<file path="src/rtl/array_arbiter.sv">
// array_arbiter: round-robin owner selection for the shared N x N
// weight-stationary systolic array, plus the LOAD / STREAM / DRAIN / DONE
// sequencing of the single job currently admitted to it.
module array_arbiter #(
   parameter int N       = 4,
   parameter int NUM_REQ = 2,
   parameter int ROWS_W  = 8,
   parameter int LOG_N   = $clog2(N)
) (
   input  logic                      clk_i,
   input  logic                      rst_i,
   input  logic [NUM_REQ-1:0]        req_valid_i,
   input  logic [NUM_REQ*ROWS_W-1:0] req_rows_i,
   output logic [NUM_REQ-1:0]        req_ready_o,
   output logic [NUM_REQ-1:0]        grant_o,
   output logic                      busy_o,
   output logic                      load_en_o,
   output logic [LOG_N-1:0]          load_row_o,
   output logic                      stream_en_o,
   output logic [ROWS_W-1:0]         stream_idx_o,
   output logic                      drain_o,
   output logic [NUM_REQ-1:0]        done_o
);

   // The phase counter must hold the largest streamed-row index and the
   // 2N-2 drain index without wrapping.
   localparam int CNT_W = (ROWS_W > LOG_N + 2) ? ROWS_W : LOG_N + 2;
   localparam int IDX_W = $clog2(NUM_REQ);

   localparam logic [CNT_W-1:0] LOAD_LAST  = CNT_W'(N - 1);
   localparam logic [CNT_W-1:0] DRAIN_LAST = CNT_W'(2 * N - 2);
   localparam logic [IDX_W:0]   REQ_COUNT  = (IDX_W + 1)'(NUM_REQ);
   localparam logic [IDX_W-1:0] LAST_REQ   = IDX_W'(NUM_REQ - 1);

   typedef enum logic [2:0] {
      ST_IDLE,
      ST_LOAD,
      ST_STREAM,
      ST_DRAIN,
      ST_DONE
   } state_t;

   state_t               state_q;
   logic [CNT_W-1:0]     cnt_q;
   logic [ROWS_W-1:0]    rows_q;
   logic [IDX_W-1:0]     owner_q;
   logic [IDX_W-1:0]     rr_ptr_q;
   logic [NUM_REQ-1:0]   grant_q;
   logic                 busy_q;
   logic                 load_en_q;
   logic [LOG_N-1:0]     load_row_q;
   logic                 stream_en_q;
   logic [ROWS_W-1:0]    stream_idx_q;
   logic                 drain_q;
   logic [NUM_REQ-1:0]   done_q;

   logic [ROWS_W-1:0]    req_rows [NUM_REQ];
   logic                 win_found;
   logic [IDX_W-1:0]     win_idx;
   logic [NUM_REQ-1:0]   win_onehot;
   logic [IDX_W:0]       search_sum;
   logic [IDX_W-1:0]     search_cand;
   logic [CNT_W-1:0]     rows_last;

   // Unpack the flat per-requester row-count bus into one entry per requester.
   always_comb begin
      for (int r = 0; r < NUM_REQ; r++) begin
         req_rows[r] = req_rows_i[r*ROWS_W +: ROWS_W];
      end
   end

   // Round-robin search: first valid requester at or after rr_ptr, modulo NUM_REQ.
   always_comb begin
      // NOTE: every variable driven here gets a default first, so no path
      // leaves a value unassigned and no latch is inferred.
      win_found   = 1'b0;
      win_idx     = '0;
      search_sum  = '0;
      search_cand = '0;
      for (int i = 0; i < NUM_REQ; i++) begin
         search_sum = {1'b0, rr_ptr_q} + (IDX_W + 1)'(i);
         if (search_sum >= REQ_COUNT) begin
            search_sum = search_sum - REQ_COUNT;
         end
         search_cand = search_sum[IDX_W-1:0];
         if (!win_found && req_valid_i[search_cand]) begin
            win_found = 1'b1;
            win_idx   = search_cand;
         end
      end
   end

   // One-hot winner and the accept strobe, which is only offered while idle.
   always_comb begin
      win_onehot  = win_found ? (NUM_REQ'(1) << win_idx) : '0;
      req_ready_o = (state_q == ST_IDLE && !rst_i) ? win_onehot : '0;
      rows_last   = CNT_W'(rows_q) - CNT_W'(1);
   end

   // Job sequencer: phase state, phase counter and all registered phase outputs.
   always_ff @(posedge clk_i or posedge rst_i) begin
      if (rst_i) begin
         state_q      <= ST_IDLE;
         cnt_q        <= '0;
         rows_q       <= '0;
         owner_q      <= '0;
         rr_ptr_q     <= '0;
         grant_q      <= '0;
         busy_q       <= 1'b0;
         load_en_q    <= 1'b0;
         load_row_q   <= '0;
         stream_en_q  <= 1'b0;
         stream_idx_q <= '0;
         drain_q      <= 1'b0;
         done_q       <= '0;
      end else begin
         // NOTE: non-blocking assignments throughout, so every right-hand
         // side sees the value from before this clock edge.
         done_q <= '0;
         case (state_q)
            ST_IDLE: begin
               if (win_found) begin
                  state_q    <= ST_LOAD;
                  rows_q     <= req_rows[win_idx];
                  owner_q    <= win_idx;
                  grant_q    <= win_onehot;
                  cnt_q      <= '0;
                  busy_q     <= 1'b1;
                  load_en_q  <= 1'b1;
                  load_row_q <= '0;
               end
            end

            ST_LOAD: begin
               if (cnt_q == LOAD_LAST) begin
                  cnt_q      <= '0;
                  load_en_q  <= 1'b0;
                  load_row_q <= '0;
                  if (rows_q != '0) begin
                     state_q      <= ST_STREAM;
                     stream_en_q  <= 1'b1;
                     stream_idx_q <= '0;
                  end else begin
                     // Empty tile: nothing to stream or drain.
                     state_q <= ST_DONE;
                     done_q  <= grant_q;
                  end
               end else begin
                  cnt_q      <= cnt_q + CNT_W'(1);
                  load_row_q <= load_row_q + LOG_N'(1);
               end
            end

            ST_STREAM: begin
               if (cnt_q == rows_last) begin
                  state_q      <= ST_DRAIN;
                  cnt_q        <= '0;
                  stream_en_q  <= 1'b0;
                  stream_idx_q <= '0;
                  drain_q      <= 1'b1;
               end else begin
                  cnt_q        <= cnt_q + CNT_W'(1);
                  stream_idx_q <= stream_idx_q + ROWS_W'(1);
               end
            end

            ST_DRAIN: begin
               if (cnt_q == DRAIN_LAST) begin
                  state_q <= ST_DONE;
                  cnt_q   <= '0;
                  drain_q <= 1'b0;
                  done_q  <= grant_q;
               end else begin
                  cnt_q <= cnt_q + CNT_W'(1);
               end
            end

            ST_DONE: begin
               // Priority moves past the requester that just finished.
               state_q  <= ST_IDLE;
               grant_q  <= '0;
               busy_q   <= 1'b0;
               rr_ptr_q <= (owner_q == LAST_REQ) ? '0 : owner_q + IDX_W'(1);
            end

            default: begin
               state_q     <= ST_IDLE;
               cnt_q       <= '0;
               grant_q     <= '0;
               busy_q      <= 1'b0;
               load_en_q   <= 1'b0;
               stream_en_q <= 1'b0;
               drain_q     <= 1'b0;
            end
         endcase
      end
   end

   assign grant_o      = grant_q;
   assign busy_o       = busy_q;
   assign load_en_o    = load_en_q;
   assign load_row_o   = load_row_q;
   assign stream_en_o  = stream_en_q;
   assign stream_idx_o = stream_idx_q;
   assign drain_o      = drain_q;
   assign done_o       = done_q;

endmodule

</file>
<file path="config.mk">
export PLATFORM = sky130hd
export DESIGN_NAME = array_arbiter
export DESIGN_NICKNAME = d
export VERILOG_FILES = /design/src/rtl/array_arbiter.sv
export SDC_FILE = /design/constraint.sdc
export NUM_CORES = 1
export LEC_CHECK = 0
export BUFFER_PORTS_ARGS = -buffer_cell sky130_fd_sc_hd__buf_4
export CAP_MARGIN = 20
export CORE_ASPECT_RATIO = 1.4
export CORE_MARGIN = 1.5
export CORE_UTILIZATION = 50
export CTS_BUF_LIST = sky130_fd_sc_hd__clkbuf_4 sky130_fd_sc_hd__clkbuf_8 sky130_fd_sc_hd__clkbuf_16
export CTS_CLUSTER_DIAMETER = 40
export DETAILED_ROUTE_END_ITERATION = 7
export PLACE_DENSITY = 0.68
export SYNTH_ARGS = -nofsm -noshare
export SYNTH_HDL_FRONTEND = slang
export SYNTH_SLANG_ARGS = --single-unit
</file>
<file path="constraint.sdc">
create_clock -name clk_i -period 5 [get_ports clk_i]
set_input_delay 0.5 -clock clk_i [delete_from_list [all_inputs] [get_ports clk_i]]
set_output_delay 0.5 -clock clk_i [all_outputs]
set_load 0.01 [all_outputs]
</file>
* Word-level counts from Yosys, hierarchy flattened
Index checks and enable logic that the tools add are counted.
** Storage, ports and cells
- Flip-flop bits (word level) :: 39
- Bits of input ports :: 20
- Output and inout bits :: 20
- Logic and storage cells :: 117
** Operators by class
- Add/sub/neg operators :: 8
- Magnitude comparators :: 5
- Equality and inequality tests :: 12
- Shift-type cells :: 1
- Muxes and demuxes :: 51
- Bitwise logic cells :: 6
- Reductions and logical operators :: 21
** Operator list (count)
- two-way mux 8 bit :: 10
- case mux 8 bit (5 select lines) :: 1
- two-way mux 1 bit :: 18
- adder 8 x 1 -> 8 bit, second input constant :: 2
- two-way mux 2 bit :: 8
- case mux 8 bit (2 select lines) :: 1
- two-way mux 3 bit :: 5
- case mux 2 bit (2 select lines) :: 3
- case mux 3 bit (4 select lines) :: 1
- OR reduction 3 bit :: 4
- inequality test 2 bit, second input constant :: 5
- case mux 1 bit (3 select lines) :: 3
- AND reduction 3 bit :: 3
- == test 8 x 2 -> 1 bit, second input constant :: 1
- == test 8 x 3 -> 1 bit, second input constant :: 1
- == test 8 bit :: 1
- AND reduction 2 bit :: 4
- AND reduction 4 bit :: 2
- nonzero test 8 bit :: 1
- subtractor 8 x 1 -> 8 bit, second input constant :: 1
- == test 3 x 2 -> 1 bit, second input constant :: 2
- inverter 1 bit :: 5
- >= comparator 2 bit, second input constant :: 2
- < comparator 1 x 2 -> 1 bit, second input constant :: 2
- 14 further kinds :: 18

* Longest topological paths before layout
- Word-level depth :: 12
- Depth in mapped cells :: 9
- Depth with buffers taken out :: 8

* Least setup slack after synthesis
No wires, ideal clock.
- Path kind :: register to register
- Start point :: reg cnt_q[5]
- End point :: reg stream_idx_q[7], in the netlist stream_idx_o[7]
- Setup time :: 142 ps
- Arrival time :: 2348 ps
- Required time :: 4858 ps
- Setup slack :: 2509 ps
- Stages on the path, launching flop included :: 10
- Buffers on the path :: 3
- Period minus slack after synthesis :: 2491 ps
- Path through :: dfrtp_1 -> buf_6 -> or4_1 -> or3_1 -> buf_2 -> o41a_1 -> buf_6 -> and4bb_1 -> xnor2_1 -> a21oi_2
** On the way
- Longest elaborated chain between the ends :: 3
- Elaborated cells on any way between the ends :: 6
- Classes of those cells :: eq/ne (3); mux (2); reduce/logical (1)
** RTL lines
- from (decl) :: line 44 : logic [CNT_W-1:0] cnt_q;
- from (signal assigned) :: line 149 : cnt_q <= cnt_q + CNT_W'(1);
- from (signal assigned) :: line 162 : cnt_q <= cnt_q + CNT_W'(1);
- from (signal assigned) :: line 174 : cnt_q <= cnt_q + CNT_W'(1);
- == test 8 bit or == test 8 x 2 -> 1 bit (tied branches) :: line 155, 135
- two-way mux 8 bit or inequality test 2 bit (tied branches)
- case mux 8 bit (2 select lines) or AND reduction 3 bit (tied branches)
- to (signal assigned) :: line 163 : stream_idx_q <= stream_idx_q + ROWS_W'(1);
- to (decl) :: line 53 : logic [ROWS_W-1:0] stream_idx_q;
Parallel ways exist; a longest one is shown, timed or not.
A chain may end at the register's enable or synchronous reset.

* Worst setup path after layout
- Start point :: reg rows_q[0]
- End point :: reg stream_idx_q[6], in the netlist stream_idx_o[6]
** On the way
- Longest elaborated chain between the ends :: 4
- Elaborated cells on any way between the ends :: 7
- Classes of those cells :: add/sub (1); eq/ne (2); mux (2); reduce/logical (2)
** RTL lines
- from (decl) :: line 45 : logic [ROWS_W-1:0] rows_q;
- from (signal assigned) :: line 124 : rows_q <= req_rows[win_idx];
- subtractor 8 x 1 -> 8 bit :: line 97 : rows_last = CNT_W'(rows_q) - CNT_W'(1);
- == test 8 bit :: line 155 : if (cnt_q == rows_last) begin
- two-way mux 8 bit :: line 155
- case mux 8 bit (2 select lines) :: line 120 : case (state_q)
Parallel ways exist; a longest one is shown, timed or not.

==> flow_summary.yaml <==
timing:
  finalMaxSlewViolations: 0
  skew_ns: 0.00580
  post-route-min-period_ns: 2.83
  max_slew.worst_pin.slew_ns: 1.00
  fin_tns_setup_ns: 0
  hold_viol: 0
  slew_headroom_pct: 32.8
  setup_viol: 0
  fmax_mhz: 353
  rsz0062_at_grt: "no"
  fin_crit_sh_pct: 56.6
finish:
  layout-drive-gt1-share_pct: 18.5
  area_growth_pct: 18.7
  fillers: 455
  finalInstanceArea_um2: 2760
  antenna_cells: 0
  layout.nets: 327
routing:
  drc_errors: 0
  drtAntennaViolNets: 0
  drt-vias-per-instance: 5.51
  wirelength_um: 5010
  wl_per_cell_um: 13.7
  drt-initial-drc-count: 84
  drtPass1Iterations: 4
  vias: 2012
pwr:
  vdd_ir_drop_max_mv: 0.258
  internal_power_mw: 0.830
  swShare_pct: 40.5
  comb_power_share_pct: 40.7
  p_clk_share_pct: 19.6
  p_leak_nw: 1.29
  power.density_nw_per_um2: 506
  seqPwrFrac_pct: 39.7
  p_sw_mw: 0.566
die:
  core_um2: 4500
  ios: 40
  start_util_pct: 51.7
  fp.dieH_um: 83.7
  placementRows: 29
  die_area_um2: 5070
  chipWidth_um: 60.6
flow_run:
  cap_viol_max_count: 0
critical_path:
  arrival_ns: 2.98
  r2r_slack_ns: 2.17
  worst_r2r_endpoint: "stream_idx_o[6]$_DFFE_PP0P_"
  cp_max_fo: 12
  worstSetupEndpointType: "register"
  required_ns: 5.15
  worstSetupPathType: "register to register"
  startpoint_type: "register"
  r2r_start: "rows_q[0]$_DFFE_PP0P_"
  ff2ff_path_depth: 8
synthesis:
  syn_inst: 268
  synth_nets: 293
  synth-seq-cells: 39
  async_flop_share_pct: 100
  synth.avg_cell_area_um2: 8.67
  yosys_warnings: 0
  synth-main-ff-cell: "dfrtp_1"
  syn_area_um2: 2320
  synth_edf_count: 0
  seq_area_frac_synth_pct: 42.0
  synth_cell_types: 48
min_path:
  hold_class: "primary input to async pin"
status:
  status: "finished, final reports clean"
clock_network:
  cts_root_buf: "clkbuf_8"
  cts_resized: 0
  cts_sinks: 39
  cts_tree: "built"
  cts_hold_buf: 0
  worstSkewPairLatency_ns: 0.29
  cts.htree.levels: 2
  clk_pin_slew_ns: 0.07
  numCtsBuffers: 5
  ctsLongestPathBuffers: 2
  post_cts_buffers: 0
global_route:
  antenna_found_initial: 0
  grt_remaining_overflow: 0
  grt_max_degree: 41
  grt_usage_pct: 22.4
  grt_pass1_vias: 2012
  grt_pass1_wl_um: 8670
place:
  dp_hpwl_um: 3690
  dpl_cell_area_um2: 2640
  gp_congestion: 0.886
  port_buffers: 39
## critical path: stages (launching register included)
cell       delay, ns
dfrtp_1         0.42
inv_1           0.09
ha_1            0.26
nand2b_1        0.18
o211a_1         0.14
o31ai_1         0.19
o2111ai_1       0.49
o21ai_0         0.76
o211ai_1        0.18
## metal layers
| metal | up-vias | routed length [µm] | GRT usage, % |
|---|---|---|---|
| met1 | 963 | 2040 | 25.4 |
| met2 | 35 | 2760 | 38.7 |
| met4 | 0 | 97 | 8.89 |
| li1 | 1006 | - | - |
| met3 | 8 | 114 | 5.12 |
| met5 | - | 0 | 0 |
## flip-flops by register name (all words and copies together), names as in the netlist
register / count
grant_o: 2
rows_q: 8
done_o: 2
load_row_o: 2
cnt_q: 8
load_en_o: 1
stream_en_o: 1
rr_ptr_q: 1
drain_o: 1
state_q: 3
owner_q: 1
busy_o: 1
stream_idx_o: 8
## cell usage after synthesis, types with 7 or more instances
library cell / number / share of area (%)
mux2i_1: 8 / 3.4
nor3_1: 8 / 1.7
o21ai_0: 12 / 2.6
dfrtp_1: 39 / 42
nand2_1: 32 / 5.2
nor2_1: 34 / 5.5
clkbuf_1: 10 / 1.6
and2_1: 9 / 2.4
o221ai_1: 7 / 2.6
xnor2_1: 10 / 3.8
a21oi_1: 20 / 4.3
nand3_1: 7 / 1.5
inv_1: 8 / 1.3
## cell usage in the layout, fill, tap and decap left out, types with 6 or more instances in the layout
| master | instances |
|---|---|
| a21oi_1 | 20 |
| o221ai_1 | 7 |
| clkbuf_8 | 6 |
| mux2i_1 | 8 |
| and2_1 | 9 |
| dfrtp_1 | 39 |
| nand3_1 | 7 |
| nor2_1 | 34 |
| buf_4 | 41 |
| xnor2_1 | 10 |
| o21ai_0 | 11 |
| inv_1 | 8 |
| nand2_1 | 32 |
| nor3_1 | 8 |
## kinds of logic (layout without fill, tap and decap cells)
| logic type | after synthesis | after routing | share of synthesized area (%) |
|---|---|---|---|
| AOI/OAI and AO/OA | 64 | 64 | 18.1 |
| xor gates and xnor gates | 13 | 13 | 4.90 |
| adders and majority gates | 5 | 5 | 2.69 |
| buffers and inverters | 22 | 57 | 4.25 |
| DFF | 39 | 39 | 42.0 |
| muxes | 9 | 9 | 3.93 |
| and+or+nand+nor | 116 | 116 | 24.2 |
## power by group through the flow
stage / clock (mW) / sequential, mW / combinational [mW]
floorplan: 0 / 0.506 / 0.455
global placement: 0 / 0.557 / 0.559
detailed placement: 0 / 0.561 / 0.570
CTS: 0.278 / 0.555 / 0.576
global route: 0.293 / 0.579 / 0.651
finish: 0.273 / 0.555 / 0.568
## stage by stage
stage	power (mW)	instances	utilization [%]	hold slack, ns	worst slack, ns
global route	1.52	365	61.3	0.364	1.88
CTS	1.41	365	61.3	0.349	2.18
global placement	1.12	357	58.7	0.455	2.24
finish	1.40	365	61.3	0.328	2.17
floorplan	0.961	268	-	0.436	2.51
detailed placement	1.13	357	58.7	0.459	2.18
## worst max path at each step
stage | endpoint | start | depth (start not counted) | slack, ns
after floorplan | stream_idx_o[7]$_DFFE_PP0P_ | cnt_q[5]$_DFFE_PP0P_ | 9 | 2.51
after global placement | stream_idx_o[6]$_DFFE_PP0P_ | rows_q[0]$_DFFE_PP0P_ | 8 | 2.24
after detailed placement | stream_idx_o[6]$_DFFE_PP0P_ | rows_q[0]$_DFFE_PP0P_ | 8 | 2.18
after CTS | stream_idx_o[6]$_DFFE_PP0P_ | rows_q[0]$_DFFE_PP0P_ | 8 | 2.18
after global routing | stream_idx_o[6]$_DFFE_PP0P_ | rows_q[0]$_DFFE_PP0P_ | 8 | 1.88
final | stream_idx_o[6]$_DFFE_PP0P_ | rows_q[0]$_DFFE_PP0P_ | 8 | 2.17
## final cells by class
cell class / count / area (µm²) / area share, %
tap: 62 / 77.6 / 2.81
sequential: 39 / 976 / 35.4
clock buffer: 6 / 82.6 / 2.99
multi-input combinational: 207 / 1250 / 45.3
inverter: 8 / 30.0 / 1.09
timing repair buffer: 41 / 308 / 11.2
clock inverter: 2 / 35.0 / 1.27
(Power assumes the default switching activity.)
